[config.mk]
export PLATFORM = sky130hd
export DESIGN_NAME = inst_fetch_resp
export DESIGN_NICKNAME = d
export VERILOG_FILES = /design/src/rtl/inst_fetch_resp.sv
export SDC_FILE = /design/constraint.sdc
export NUM_CORES = 1
export LEC_CHECK = 0
export CAP_MARGIN = 20
export CORE_UTILIZATION = 45
export CTS_BUF_LIST = sky130_fd_sc_hd__clkbuf_8
export CTS_CLUSTER_DIAMETER = 150
export DETAILED_ROUTE_END_ITERATION = 10
export PLACE_DENSITY = 0.76
export SLEW_MARGIN = 40
export SYNTH_ARGS = -nofsm -noshare
export SYNTH_HDL_FRONTEND = slang
export SYNTH_SLANG_ARGS = --single-unit
[constraint.sdc]
create_clock -name clk -period 2.7 [get_ports clk]
set_input_delay 0.54 -clock clk [delete_from_list [all_inputs] [get_ports clk]]
set_output_delay 0.54 -clock clk [all_outputs]
set_load 0.05 [all_outputs]
[src/rtl/inst_fetch_resp.sv]
// Instruction-fetch responder: serves core fetches from a one-line buffer and refills the
// line from backing memory over a req/ack handshake, stalling the pipeline while it fills.
// Optional hit/miss statistics counters are enabled by defining IFETCH_STATS_EN.
module inst_fetch_resp #(
    parameter int unsigned LINE_WORDS = 4,
    parameter int unsigned ADDR_W     = 32
) (
    input  logic              clk,
    input  logic              rst,
    input  logic              ce_i,
    input  logic [ADDR_W-1:0] addr_i,
    output logic [31:0]       inst_o,
    output logic              stallreq_o,
    output logic              mem_req_o,
    output logic [ADDR_W-1:0] mem_addr_o,
    input  logic              mem_ack_i,
    input  logic [31:0]       mem_data_i
`ifdef IFETCH_STATS_EN
    ,
    output logic [31:0]       hit_cnt_o,
    output logic [31:0]       miss_cnt_o
`endif
);

    localparam int unsigned IdxW = $clog2(LINE_WORDS);
    localparam int unsigned OffW = IdxW + 2;

    typedef enum logic [0:0] {
        StIdle,
        StFill
    } state_e;

    state_e              state_q, state_d;
    logic                valid_q, valid_d;
    logic [ADDR_W-1:0]   tag_q, tag_d;
    logic [IdxW-1:0]     cnt_q, cnt_d;
    logic                req_q, req_d;
    logic [ADDR_W-1:0]   maddr_q, maddr_d;
    logic [31:0]         line_q [LINE_WORDS];
    logic                line_we;

    logic [ADDR_W-1:0]   base;
    logic [IdxW-1:0]     widx;
    logic                hit;
    logic                last_word;
    logic                unused_addr;

    assign base        = {addr_i[ADDR_W-1:OffW], {OffW{1'b0}}};
    assign widx        = addr_i[OffW-1:2];
    assign hit         = ce_i & valid_q & (base == tag_q);
    assign last_word   = (cnt_q == IdxW'(LINE_WORDS - 1));
    // Byte offset within a word is irrelevant for 32-bit fetches.
    assign unused_addr = ^addr_i[1:0];

    assign mem_req_o  = req_q;
    assign mem_addr_o = maddr_q;

    // Control state: FSM, line tag/valid, fill counter and memory request.
    always_ff @(posedge clk or negedge rst) begin
        if (!rst) begin
            state_q <= StIdle;
            valid_q <= 1'b0;
            tag_q   <= '0;
            cnt_q   <= '0;
            req_q   <= 1'b0;
            maddr_q <= '0;
        end else begin
            state_q <= state_d;
            valid_q <= valid_d;
            tag_q   <= tag_d;
            cnt_q   <= cnt_d;
            req_q   <= req_d;
            maddr_q <= maddr_d;
        end
    end

    // Line data needs no reset: it is only visible once valid is set by a complete fill.
    always_ff @(posedge clk) begin
        if (line_we) begin
            line_q[cnt_q] <= mem_data_i;
        end
    end

    // Next-state logic: start a linear refill on a miss, capture one word per ack.
    always_comb begin
        state_d = state_q;
        valid_d = valid_q;
        tag_d   = tag_q;
        cnt_d   = cnt_q;
        req_d   = req_q;
        maddr_d = maddr_q;
        line_we = 1'b0;
        unique case (state_q)
            StIdle: begin
                if (ce_i && !hit) begin
                    state_d = StFill;
                    tag_d   = base;
                    valid_d = 1'b0;
                    cnt_d   = '0;
                    req_d   = 1'b1;
                    maddr_d = base;
                end
            end
            StFill: begin
                if (mem_ack_i) begin
                    line_we = 1'b1;
                    cnt_d   = cnt_q + 1'b1;
                    maddr_d = maddr_q + ADDR_W'(4);
                    if (last_word) begin
                        req_d   = 1'b0;
                        valid_d = 1'b1;
                        state_d = StIdle;
                    end
                end
            end
            default: state_d = StIdle;
        endcase
    end

    // Core-facing outputs; forced low while reset is asserted.
    always_comb begin
        inst_o     = 32'h0;
        stallreq_o = 1'b0;
        if (rst && ce_i) begin
            if (state_q == StIdle && hit) begin
                inst_o = line_q[widx];
            end else begin
                stallreq_o = 1'b1;
            end
        end
    end

`ifdef IFETCH_STATS_EN
    logic [31:0] hit_cnt_q;
    logic [31:0] miss_cnt_q;

    // Saturating hit/miss statistics.
    always_ff @(posedge clk or negedge rst) begin
        if (!rst) begin
            hit_cnt_q  <= 32'h0;
            miss_cnt_q <= 32'h0;
        end else begin
            if (state_q == StIdle && hit && hit_cnt_q != 32'hFFFF_FFFF) begin
                hit_cnt_q <= hit_cnt_q + 32'd1;
            end
            if (state_q == StIdle && ce_i && !hit && miss_cnt_q != 32'hFFFF_FFFF) begin
                miss_cnt_q <= miss_cnt_q + 32'd1;
            end
        end
    end

    assign hit_cnt_o  = hit_cnt_q;
    assign miss_cnt_o = miss_cnt_q;
`else
    // Statistics counters are not built.
`endif

endmodule

# After elaboration in Yosys (flattened, before gate mapping)
# Memories as Yosys holds them, arrays and structs flattened.
# Cells that the tools add are included.
[word_totals]
ram_bits = 128
word_cells = 50
inputBits = 68
mem_count = 1
register_bits = 65
[classes]
reduce_logical = 7
muxes = 26
bitwise_logic = 3
eq_ne = 5
addsub = 2
[mem_list]
columns = ["memory", "depth", "width", "rd", "rd_ports_with_merged_regs", "wr", "line_no", "rtl"]
rows = [
  ["line_q", 4, 32, 1, 0, 1, "39", "logic [31:0] line_q [LINE_WORDS];"],
]
[ops]
columns = ["operator", "count"]
rows = [
  ["32-bit 2-to-1 mux", 4],
  ["32-bit case mux with 2 select lines", 1],
  ["32-bit by 3-bit adder with 32-bit output, second input constant", 1],
  ["28-bit == test", 1],
  ["1-bit 2-to-1 mux", 15],
  ["1-bit case mux with 2 select lines", 3],
  ["2-bit 2-to-1 mux", 2],
  ["2-bit != test, second input constant", 2],
  ["2-bit case mux with 2 select lines", 1],
  ["2-bit AND reduction", 2],
  ["1-bit logical AND", 3],
  ["3-bit AND reduction", 1],
  ["2-bit by 1-bit adder with 2-bit output, second input constant", 1],
  ["1-bit AND", 2],
  ["2-bit == test, second input constant", 1],
  ["2-bit by 1-bit != test with 1-bit output, second input constant", 1],
  ["1-bit logical NOT", 1],
  ["1-bit NOT", 1],
]

# Longest topological paths before layout
# Gate-level depths: netlist of run 1.
[logic_depth]
ltp_word = 6
ltp_mapped = 8
depth_no_buf = 6

# Least setup slack after synthesis of run 1
# OpenSTA, ideal clock, no wires.
[synth_path]
path_type = "input to output"
startpoint = "in addr_i[22]"
endpoint = "out inst_o[10]"
arrival_ns = 2.425
slack_ns = -0.265
path_stages = 7
n_path_buf = 1
required_ns = 2.160
cell_sequence = "xor2_1 > nor4_1 > nand4_1 > nor2_1 > nand4_1 > clkbuf_1 > nor2b_1"
[synth_via]
elab_chain_cells = 5
[synth_rtl]
columns = ["item", "line_no", "rtl"]
rows = [
  ["start, declared", "11", "input logic [ADDR_W-1:0] addr_i,"],
  ["28-bit == test", "50", "assign hit = ce_i & valid_q & (base == tag_q);"],
  ["1-bit AND", "50", ""],
  ["1-bit logical AND", "125", "if (state_q == StIdle && hit) begin"],
  ["32-bit 2-to-1 mux", "125", ""],
  ["32-bit 2-to-1 mux", "124", "if (rst && ce_i) begin"],
  ["end, declared", "12", "output logic [31:0] inst_o,"],
]
# Every way passes these cells.

# Worst setup path after layout of run 1
[layout_path]
startpoint = "reg tag_q[24]"
endpoint = "out inst_o[6]"
[layout_via]
elab_chain_cells = 5
[layout_rtl]
columns = ["item", "line_no", "rtl"]
rows = [
  ["start, declared", "35", "logic [ADDR_W-1:0] tag_q, tag_d;"],
  ["start signal, assigned", "70", "tag_q <= tag_d;"],
  ["28-bit == test", "50", ""],
  ["1-bit AND", "50", ""],
  ["1-bit logical AND", "125", ""],
  ["32-bit 2-to-1 mux", "125", ""],
  ["32-bit 2-to-1 mux", "124", ""],
]
# Every way passes these cells.

==> reports/metrics.yaml, run 1 <==
status: "finished, violations left"
violations: "negative setup slack"
hp-class: "primary input to async pin"
routed-via-count: 5743
wire_per_inst_um: 20.49
antenna_found_initial: 1
drc: 0
synth_mux_area_share_pct: 9.899
start_kind: "register"
final_area_mm2: 0.01158
p_leak_uw: 0.004472
final_hold_viol_count: 0
grt_max_degree: 53
clock-sinks: 191
syn_area_mm2: 0.008304
setup_ws_ns: -0.5169
synth_edf_count: 128
synth_seq_area_share_pct: 65.27
grt_use_total_pct: 23.30
setup.worst_path.class: "register to output port"
cp_data_arrival_time_ns: 2.68
final_common_cell: "edfxtp_1"
yosysWarnings: 0
htree_levels: 4
cts_made_buffers: 17
syn_to_final_growth_pct: 39.49
synth_top_family_by_area: "simple AND/OR/NAND/NOR gates"
portBuffers: 129
cts-root-buf: "clkbuf_8"
dieWidth_um: 137.8
finalCritPeriodShare_pct: 119.1
nets: 853
rsz0062_at_grt: "true"
clk_latency_ns: 0.48
period_needed_ns: 3.217
tritoncts: "built"
dp_hpwl_mm: 13.70
antenna_left: 0
worst_clock_skew_ns: 0.01685
slew_violations: 0
ir_drop_mv: 1.024
fp-row-count: 49
fmax_mhz: 310.9
dieArea_mm2: 0.01900
preCtsSetupSlack_ns: -0.7418
yosysUniqueCellTypes: 53
grt_pass1_wl_mm: 32.48
synth_compound_area_share_pct: 5.002
antennaDiodeCount: 0
drt-initial-drc-count: 496
clk_pin_slew_ns: 0.11
p_per_area_mw_per_mm2: 862.2
tightestPinTransition_ns: 0.6899
async_reset_ff_share_pct: 32.98
cts_max_path_buffers: 2
core_area_mm2: 0.01802
final_cell_mix: "edfxtp_1 (128), nand2_1 (94), clkdlybuf4s50_1 (76)"
cp_max_fo: 8
drt-total-wl_mm: 20.94
routabilityCongestion: 0.9460
grt_pass1_vias: 6121
viasPerCell: 5.619
synth_cells: 593
synth_area_per_cell_um2: 14.00
endpoint_kind: "output port"
synthFlopType: "edfxtp_1"
report.final.setup_viol: 33
ys_seq_elements: 191
synth_xor_area_share_pct: 3.797
grt-ovfl-total: 0
worstPathRequired_ns: 2.16
placedInstanceArea_mm2: 0.01066
initial_core_util_pct: 46.07
yosys.area_share.simple_pct: 13.06
synth_fa_ha_area_share_pct: 0.7534
maxCapViolations: 0
dieHeight_um: 137.8
relSlewSlack_pct: 54.00
dr.pass1.iters: 5
drive_above_1_share_pct: 30.64
ios: 134
## state kept, by name (all words and copies together), names as in the netlist
signal      cells
valid_q         1
mem_req_o       1
line_q        128
state_q         1
tag_q          28
mem_addr_o     30
cnt_q           2
## worst paths after layout
check                                  to       from  cells after the start  slack, ns
max                             inst_o[6]  tag_q[24]                     10      -0.52
min                             tag_q[26]        rst                      2       0.28
max reg2reg                     tag_q[10]  tag_q[26]                     12       0.18
min reg2reg                      tag_q[9]   tag_q[9]                      2       0.50
max in group asynchronous  mem_addr_o[15]        rst                      2       1.62
min in group clk            mem_addr_o[6]  addr_i[6]                      3       0.47
## metal layers
metal | global-route usage [%] | share of wire, %
met1 | 28.86 | 41
met2 | 40.00 | 51
met3 | 4.231 | 5.7
met4 | 9.843 | 2.9
met5 | 0 | 0.072
## area by class of cell
cell class	instances	area [um^2]
Tap cell	229	286.5
Sequential cell	191	5420
Multi-Input combinational cell	365	3123
Inverter	6	22.52
Fill cell	1284	6441
Clock buffer	17	234.0
Clock inverter	15	188.9
Timing Repair Buffer	199	2308
## cells by family (layout without fill, tap and decap cells)
| group | Yosys count | count (layout) |
|---|---|---|
| AND/OR/NAND/NOR | 217 | 217 |
| XOR/XNOR | 36 | 36 |
| flip-flops | 191 | 191 |
| other | 1 | 2 |
| buffers and inverters | 38 | 237 |
| AO/OA/AOI/OAI | 63 | 63 |
| multiplexers | 42 | 42 |
| adder cells (fa/ha/maj) | 5 | 5 |
## Yosys cell counts (5+ instances only)
cell type / n / area [um^2]
edfxtp_1: 128 / 3844
nand2_1: 98 / 367.9
dfrtp_1: 63 / 1577
nor2b_1: 34 / 212.7
xor2_1: 34 / 297.8
mux4_2: 32 / 720.7
nor2_1: 20 / 75.07
a21oi_1: 17 / 85.08
nand3_1: 17 / 85.08
clkbuf_1: 15 / 56.30
and3_1: 14 / 87.58
buf_2: 9 / 45.04
mux2i_1: 9 / 90.09
nor3_1: 9 / 45.04
a211oi_1: 7 / 52.55
nor4_1: 7 / 43.79
inv_1: 6 / 22.52
o21ai_1: 6 / 30.03
o22ai_1: 6 / 37.54
ha_1: 5 / 62.56
nand4_1: 5 / 31.28
o21ai_0: 5 / 25.02
## metrics by stage
stage               total power (uW)  util (%)  setup TNS [ns]  std cells  hold slack [ns]
CTS                             9955     64.34          -25.89       1031           0.2816
finish                          9987     64.26          -15.38       1022           0.2829
floorplan                       6556         -          -3.579        594           0.2444
global placement                7756     59.14          -30.88        979           0.4640
global route                   10420     64.26          -17.29       1022           0.3298
detailed placement              7899     59.14          -29.73        979           0.4774
## worst max-delay path, cell delays in order (launching register included)
cell	delay, ns
dfrtp_1	0.41
xor2_1	0.15
nor4_1	0.29
buf_4	0.16
nand4_1	0.16
nor2_2	0.21
nand4_1	0.13
buf_6	0.19
clkbuf_16	0.20
nor2b_4	0.15
buf_12	0.14
## what timing repair did
action | in CTS | in global routing
hold buffers | 1 | 0
setup buffers | 19 | 2
resized for setup | 94 | 7
pin swaps | 16 | 8
cloned | 2 | 1
endpoints found under the hold margin | 11 | 0
setup endpoints to repair | 33 | 96
## where the power goes
part | internal [uW] | total (uW) | switching, uW | leakage, uW
logic | 1400 | 3520 | 2120 | 0.00234
registers | 3960 | 4540 | 577 | 0.00192
clock network | 792 | 1930 | 1140 | 0.000209
(Power assumes the default switching activity.)
==> run 2, diff against run 1 <==
Settings changed: SETUP_SLACK_MARGIN from default to 0.5.
==> run 2 against run 1 <==
- the flow still finishes with violations (negative setup slack)
- routed wire length is 3.7% higher
- critical endpoint is now inst_o[17]
- clock skew shrank 0.0058 ns
- first-iteration DRC count up 8.1%
- flip-flop and latch count is the same
- die area is the same
- count of clock-buffer cells in the layout is the same
==> reports/metrics.yaml, run 2 (synthesis results as in run 1) <==
htree_levels: 4  # unchanged
final_area_mm2: 0.01174  # +1.4%
relSlewSlack_pct: 59.17  # +5.2 points
syn_to_final_growth_pct: 41.37
power_frac_clock_pct: 20.2  # +0.9 points
grt_pass1_vias: 5888  # -3.8%
fillerInstances: 1272  # -0.93%
dp_hpwl_mm: 13.10  # -4.4%
grt_pass1_wl_mm: 31.62  # -2.7%
cp_data_arrival_time_ns: 2.72  # +0.04 ns
finalCritPeriodShare_pct: 120.6  # +1.4 points
final_cell_mix: "edfxtp_1 (128), nand2_1 (89), dfrtp_1 (60)"
ios: 134  # unchanged
dr.pass1.iters: 5  # unchanged
antennaDiodeCount: 0  # unchanged
fp-row-count: 49  # unchanged
routed-via-count: 5920  # +3.1%
grt_use_total_pct: 22.86  # -0.44 points
multi_input_area_mm2: 0.003237  # +3.6%
worst_clock_skew_ns: 0.01104  # -0.005805 ns
viasPerCell: 5.787  # +3.0%
final_common_cell: "edfxtp_1"
placedCellCount: 972  # -0.72%
clk_pin_slew_ns: 0.10  # about the same
drt-total-wl_mm: 21.71  # +3.7%
antenna_found_initial: 0  # -1
p_leak_uw: 0.004592  # +2.7%
drive_above_1_share_pct: 32.75  # +2.1 points
tns_ns: -17.24  # -1.857 ns
hp-class: "primary input to async pin"
slew_violations: 0  # unchanged
endpoint_kind: "output port"
cp_max_fo: 8  # unchanged
cts_made_buffers: 17  # unchanged
largest_reg_flops: 128  # unchanged
nets: 854  # +0.12%
core_area_mm2: 0.01802  # unchanged
violations: "negative setup slack"
antenna_left: 0  # unchanged
tightestPinTransition_ns: 0.6125  # -0.07745 ns
start_kind: "register"
switching_power_uw: 3866  # +0.83%
power_frac_comb_pct: 34.8  # -0.4 points
drc: 0  # unchanged
report.final.setup_viol: 33  # unchanged
maxCapViolations: 0  # unchanged
routabilityCongestion: 0.9649  # +2.0%
wire_per_inst_um: 21.22  # +3.6%
clock-sinks: 191  # unchanged
dieHeight_um: 137.8  # unchanged
drt-initial-drc-count: 536  # +8.1%
regArea_mm2: 0.005424  # about the same
cts_max_path_buffers: 2  # unchanged
tritoncts: "built"
placedInstanceArea_mm2: 0.01077  # +1.0%
period_needed_ns: 3.256  # +0.03897 ns
power_frac_seq_pct: 45.0  # -0.5 points
intPower_uw: 6262  # +1.8%
grt_max_degree: 64  # +21%
rsz0062_at_grt: "true"
cts-root-buf: "clkbuf_8"
final_hold_viol_count: 0  # unchanged
worst_hold_slack_ns: 0.2210  # -0.06193 ns
worstPathRequired_ns: 2.16  # about the same
setup_ws_ns: -0.5559  # -0.03897 ns
p_per_area_mw_per_mm2: 862.7  # about the same
fmax_mhz: 307.1  # -1.2%
max_flop_register: "line_q"
clk_latency_ns: 0.46  # -0.02 ns
ctsHoldBuffers: 0  # -1
ir_drop_mv: 0.7285  # -29%
dieArea_mm2: 0.01900  # unchanged
status: "finished, violations left"
grt-ovfl-total: 0  # unchanged
portBuffers: 129  # unchanged
setup.worst_path.class: "register to output port"
dieWidth_um: 137.8  # unchanged
initial_core_util_pct: 46.07  # unchanged
final_cells: 1023  # +0.098%
sw_frac_of_total_pct: 38.18  # -0.22 points
-- run 2: final timing paths --
| kind | startpoint | cells past startpoint | slack (ns) | end |
|---|---|---|---|---|
| max reg2reg | tag_q[16] | 10 | 0.40 | tag_q[9] |
| max | tag_q[16] | 9 | -0.56 | inst_o[17] |
| max in group asynchronous | rst | 2 | 1.99 | mem_addr_o[8] |
| min in group clk | addr_i[5] | 3 | 0.50 | tag_q[5] |
| min reg2reg | tag_q[25] | 2 | 0.51 | tag_q[25] |
| min | rst | 2 | 0.22 | mem_addr_o[25] |
-- run 2: cell type report --
type	instances	area share (%)
clock buffers	17	1.993
clock inverters	15	1.705
inverters	6	0.1918
multi-input cells	366	27.57
flip-flops and latches	191	46.20
well taps	229	2.441
repair buffers	199	19.90
-- run 2: worst max-delay path: stages, from the launching register on --
cell,delay (ns)
dfrtp_1,0.42
xor2_2,0.17
nor4_2,0.39
nand4_1,0.19
nor2_2,0.21
nand4_1,0.18
buf_6,0.22
buf_12,0.17
nor2b_4,0.16
buf_12,0.15
-- run 2: power by group through the flow --
| stage | combinational, uW | clock [uW] | sequential, uW |
|---|---|---|---|
| 5_1_grt | 3740 | 2200 | 4630 |
| 6_report | 3530 | 2050 | 4560 |
| 3_5_place_dp | 3350 | 0 | 4560 |
| 3_3_place_gp | 3280 | 0 | 4510 |
| 2_1_floorplan | 1430 | 0 | 5160 |
| 4_1_cts | 3260 | 2080 | 4520 |
-- run 2: routing by layer --
metal  up-vias  part of all wire, %  track usage (%)
li1       2562                    -                -
met1      2978                   39            28.31
met2       325                   51            38.69
met3        55                  7.6            5.997
met4         0                  2.7            7.790
met5         -                    0                0
-- run 2: metrics by stage --
stage	utilization [%]	power, uW	setup slack (ns)
4_1_cts	63.09	9852	-0.3544
6_report	65.13	10130	-0.5559
3_5_place_dp	59.73	7907	-0.6505
5_1_grt	65.13	10580	-0.6643
3_3_place_gp	59.73	7791	-0.6359
2_1_floorplan	-	6593	0.02836
-- run 2: timing repair --
item	in CTS	in global routing
endpoints found under the setup margin	114	70
pin swaps	16	25
resized for setup	79	51
setup buffers	5	6
cloned	3	5
==> run 3, diff against run 2 <==
Settings changed: MAX_ROUTING_LAYER from default to met4.
==> run 3 against run 2 <==
- the flow still finishes with violations (negative setup slack)
- flip-flop and latch count is the same
- sequential share of layout area shrank 2.7 points
- global-route usage grew 2.8 points
- critical path depth is the same
- worst hold slack lost 0.16 ns
- total power grew 4.0%
- count of clock-buffer cells in the layout is the same
- clock skew grew 0.0030 ns
- worst setup slack lost 0.019 ns
- sequential power grew 2%
- largest cell class unchanged
==> reports/metrics.yaml, run 3 (synthesis results as in run 1) <==
start_kind: "register"
rsz0062_at_grt: "true"
drt-total-wl_mm: 23.73  # +9.3%
final_common_cell: "edfxtp_1"
fmax_mhz: 305.3  # -0.59%
preCtsSetupSlack_ns: -0.6496  # +0.0009520 ns
core_area_mm2: 0.01802  # unchanged
grt_use_total_pct: 25.67  # +2.8 points
grt.busiest_layer: "met2"
grt-ovfl-total: 0  # unchanged
dp_hpwl_mm: 13.44  # +2.5%
syn_to_final_growth_pct: 50.14
cts-root-buf: "clkbuf_8"
met1_usage_pct: 30.86  # +2.5 points
fp-row-count: 49  # unchanged
crit_end: "inst_o[23]"
reg2regPathDepth: 19  # +9
power_frac_comb_pct: 38.8  # +4.0 points
ios: 134  # unchanged
sw_frac_of_total_pct: 40.38  # +2.2 points
r2r-end: "tag_q[14]"
slew_violations: 0  # unchanged
power_frac_clock_pct: 17.3  # -2.9 points
period_needed_ns: 3.275  # +0.01947 ns
dr.pass1.iters: 5  # unchanged
cp_data_arrival_time_ns: 2.74  # +0.02 ns
viasPerCell: 5.837  # +0.86%
hp-class: "primary input to async pin"
ff2ff_setup_slack_ns: -0.57  # -0.97 ns
cts_max_path_buffers: 2  # unchanged
relSlewSlack_pct: 51.40  # -7.8 points
routed-via-count: 6140  # +3.7%
antennaDiodeCount: 0  # unchanged
antenna_left: 0  # unchanged
finalCritPeriodShare_pct: 121.3  # +0.72 points
maxCapViolations: 0  # unchanged
use_met3_pct: 5.298  # -0.70 points
ctsHoldBuffers: 0  # unchanged
r2r-start: "tag_q[20]"
max_flop_register: "line_q"
worst_clock_skew_ns: 0.01405  # +0.003004 ns
tritoncts: "built"
wire_per_inst_um: 22.56  # +6.3%
portBuffers: 129  # unchanged
status: "finished, violations left"
antenna_found_initial: 0  # unchanged
tightestPinTransition_ns: 0.7289  # +0.1164 ns
grt_pass1_wl_mm: 34.16  # +8.1%
cp_max_fo: 8  # unchanged
placedInstanceArea_mm2: 0.01079  # +0.21%
setup.worst_path.class: "register to output port"
power_frac_seq_pct: 43.9  # -1.1 points
final_hold_viol_count: 0  # unchanged
dieArea_mm2: 0.01900  # unchanged
clock-sinks: 191  # unchanged
p_leak_uw: 0.004878  # +6.2%
endpoint_kind: "output port"
final_area_mm2: 0.01247  # +6.2%
drt-initial-drc-count: 526  # -1.9%
drc: 0  # unchanged
critical_path.startpoint: "tag_q[20]"
nets: 883  # +3.4%
p_total_uw: 10530  # +4.0%
switching_power_uw: 4251  # +10%
use_met2_pct: 42.39  # +3.7 points
dieHeight_um: 137.8  # unchanged
worstPathRequired_ns: 2.16  # about the same
grt_pass1_vias: 6243  # +6.0%
intPower_uw: 6277  # +0.24%
cts_made_buffers: 17  # unchanged
ir_drop_mv: 0.6703  # -8.0%
report.final.setup_viol: 96  # +190%
setup_ws_ns: -0.5754  # -0.01947 ns
p_per_area_mw_per_mm2: 844.4  # -2.1%
largest_reg_flops: 128  # unchanged
grt_max_degree: 53  # -17%
clk_latency_ns: 0.48  # +0.02 ns
violations: "negative setup slack"
final_cell_mix: "edfxtp_1 (128), dfrtp_1 (60), dlygate4sd2_1 (52)"
fillerInstances: 1148  # -9.7%
initial_core_util_pct: 46.07  # unchanged
drive_above_1_share_pct: 43.99  # +11 points
dieWidth_um: 137.8  # unchanged
htree_levels: 4  # unchanged
routabilityCongestion: 0.9991  # +3.5%
clk_pin_slew_ns: 0.11  # about the same
[run 3: worst max-delay path: stages (launching register included)]
cell and delay [ns]:
dfrtp_1 0.46, xor2_1 0.19, nor4_1 0.34, nand4_1 0.23
nor2_2 0.18, nand4_1 0.15, buf_6 0.20, buf_16 0.17
nor2b_4 0.17, buf_12 0.15
[run 3: worst min-delay path by stage]
| stage | endpoint | from |
|---|---|---|
| finish | valid_q | rst |
| detailed placement | tag_q[23] | tag_q[23] |
| floorplan | cnt_q[0] | rst |
| global route | valid_q | rst |
| global placement | tag_q[21] | tag_q[21] |
| CTS | valid_q | rst |
[run 3: layout make-up]
class                      instances  area (um^2)  area share, %
multi-input combinational        366         3607          28.93
clock buffer                      17        234.0          1.877
inverter                           6        22.52         0.1806
tap                              229        286.5          2.298
timing repair buffer             228         2753          22.08
sequential                       191         5424          43.50
clock inverter                    15        141.4          1.134
[run 3: routing by layer]
layer,routed length (um),vias to the layer above
met5,0,-
met4,903,0
met3,1659,93
met2,12170,348
met1,8996,3086
li1,-,2613
[run 3: repair_timing]
item | 4_1_cts | 5_1_grt
gates resized for setup | 186 | 93
setup buffers | 30 | 7
endpoints found under the setup margin | 110 | 96
pin swaps | 63 | 40
gates cloned | 8 | 0
[run 3: power groups by stage]
stage,clock network (uW),logic [uW],registers [uW]
floorplan,0,1430,5160
global placement,0,3290,4520
detailed placement,0,3370,4570
CTS,1830,3640,4540
global route,1950,4280,4710
finish,1820,4080,4630
[run 3: through the flow]
| step | cells | hold WS (ns) | util, % | setup TNS [ns] |
|---|---|---|---|---|
| 2_1_floorplan | 594 | 0.2444 | - | 0 |
| 3_3_place_gp | 975 | 0.4768 | 59.85 | -27.75 |
| 3_5_place_dp | 975 | 0.4873 | 59.85 | -24.95 |
| 4_1_cts | 1045 | 0.01007 | 66.70 | -25.16 |
| 5_1_grt | 1052 | 0.02068 | 69.17 | -53.30 |
| 6_report | 1052 | 0.05801 | 69.17 | -47.17 |
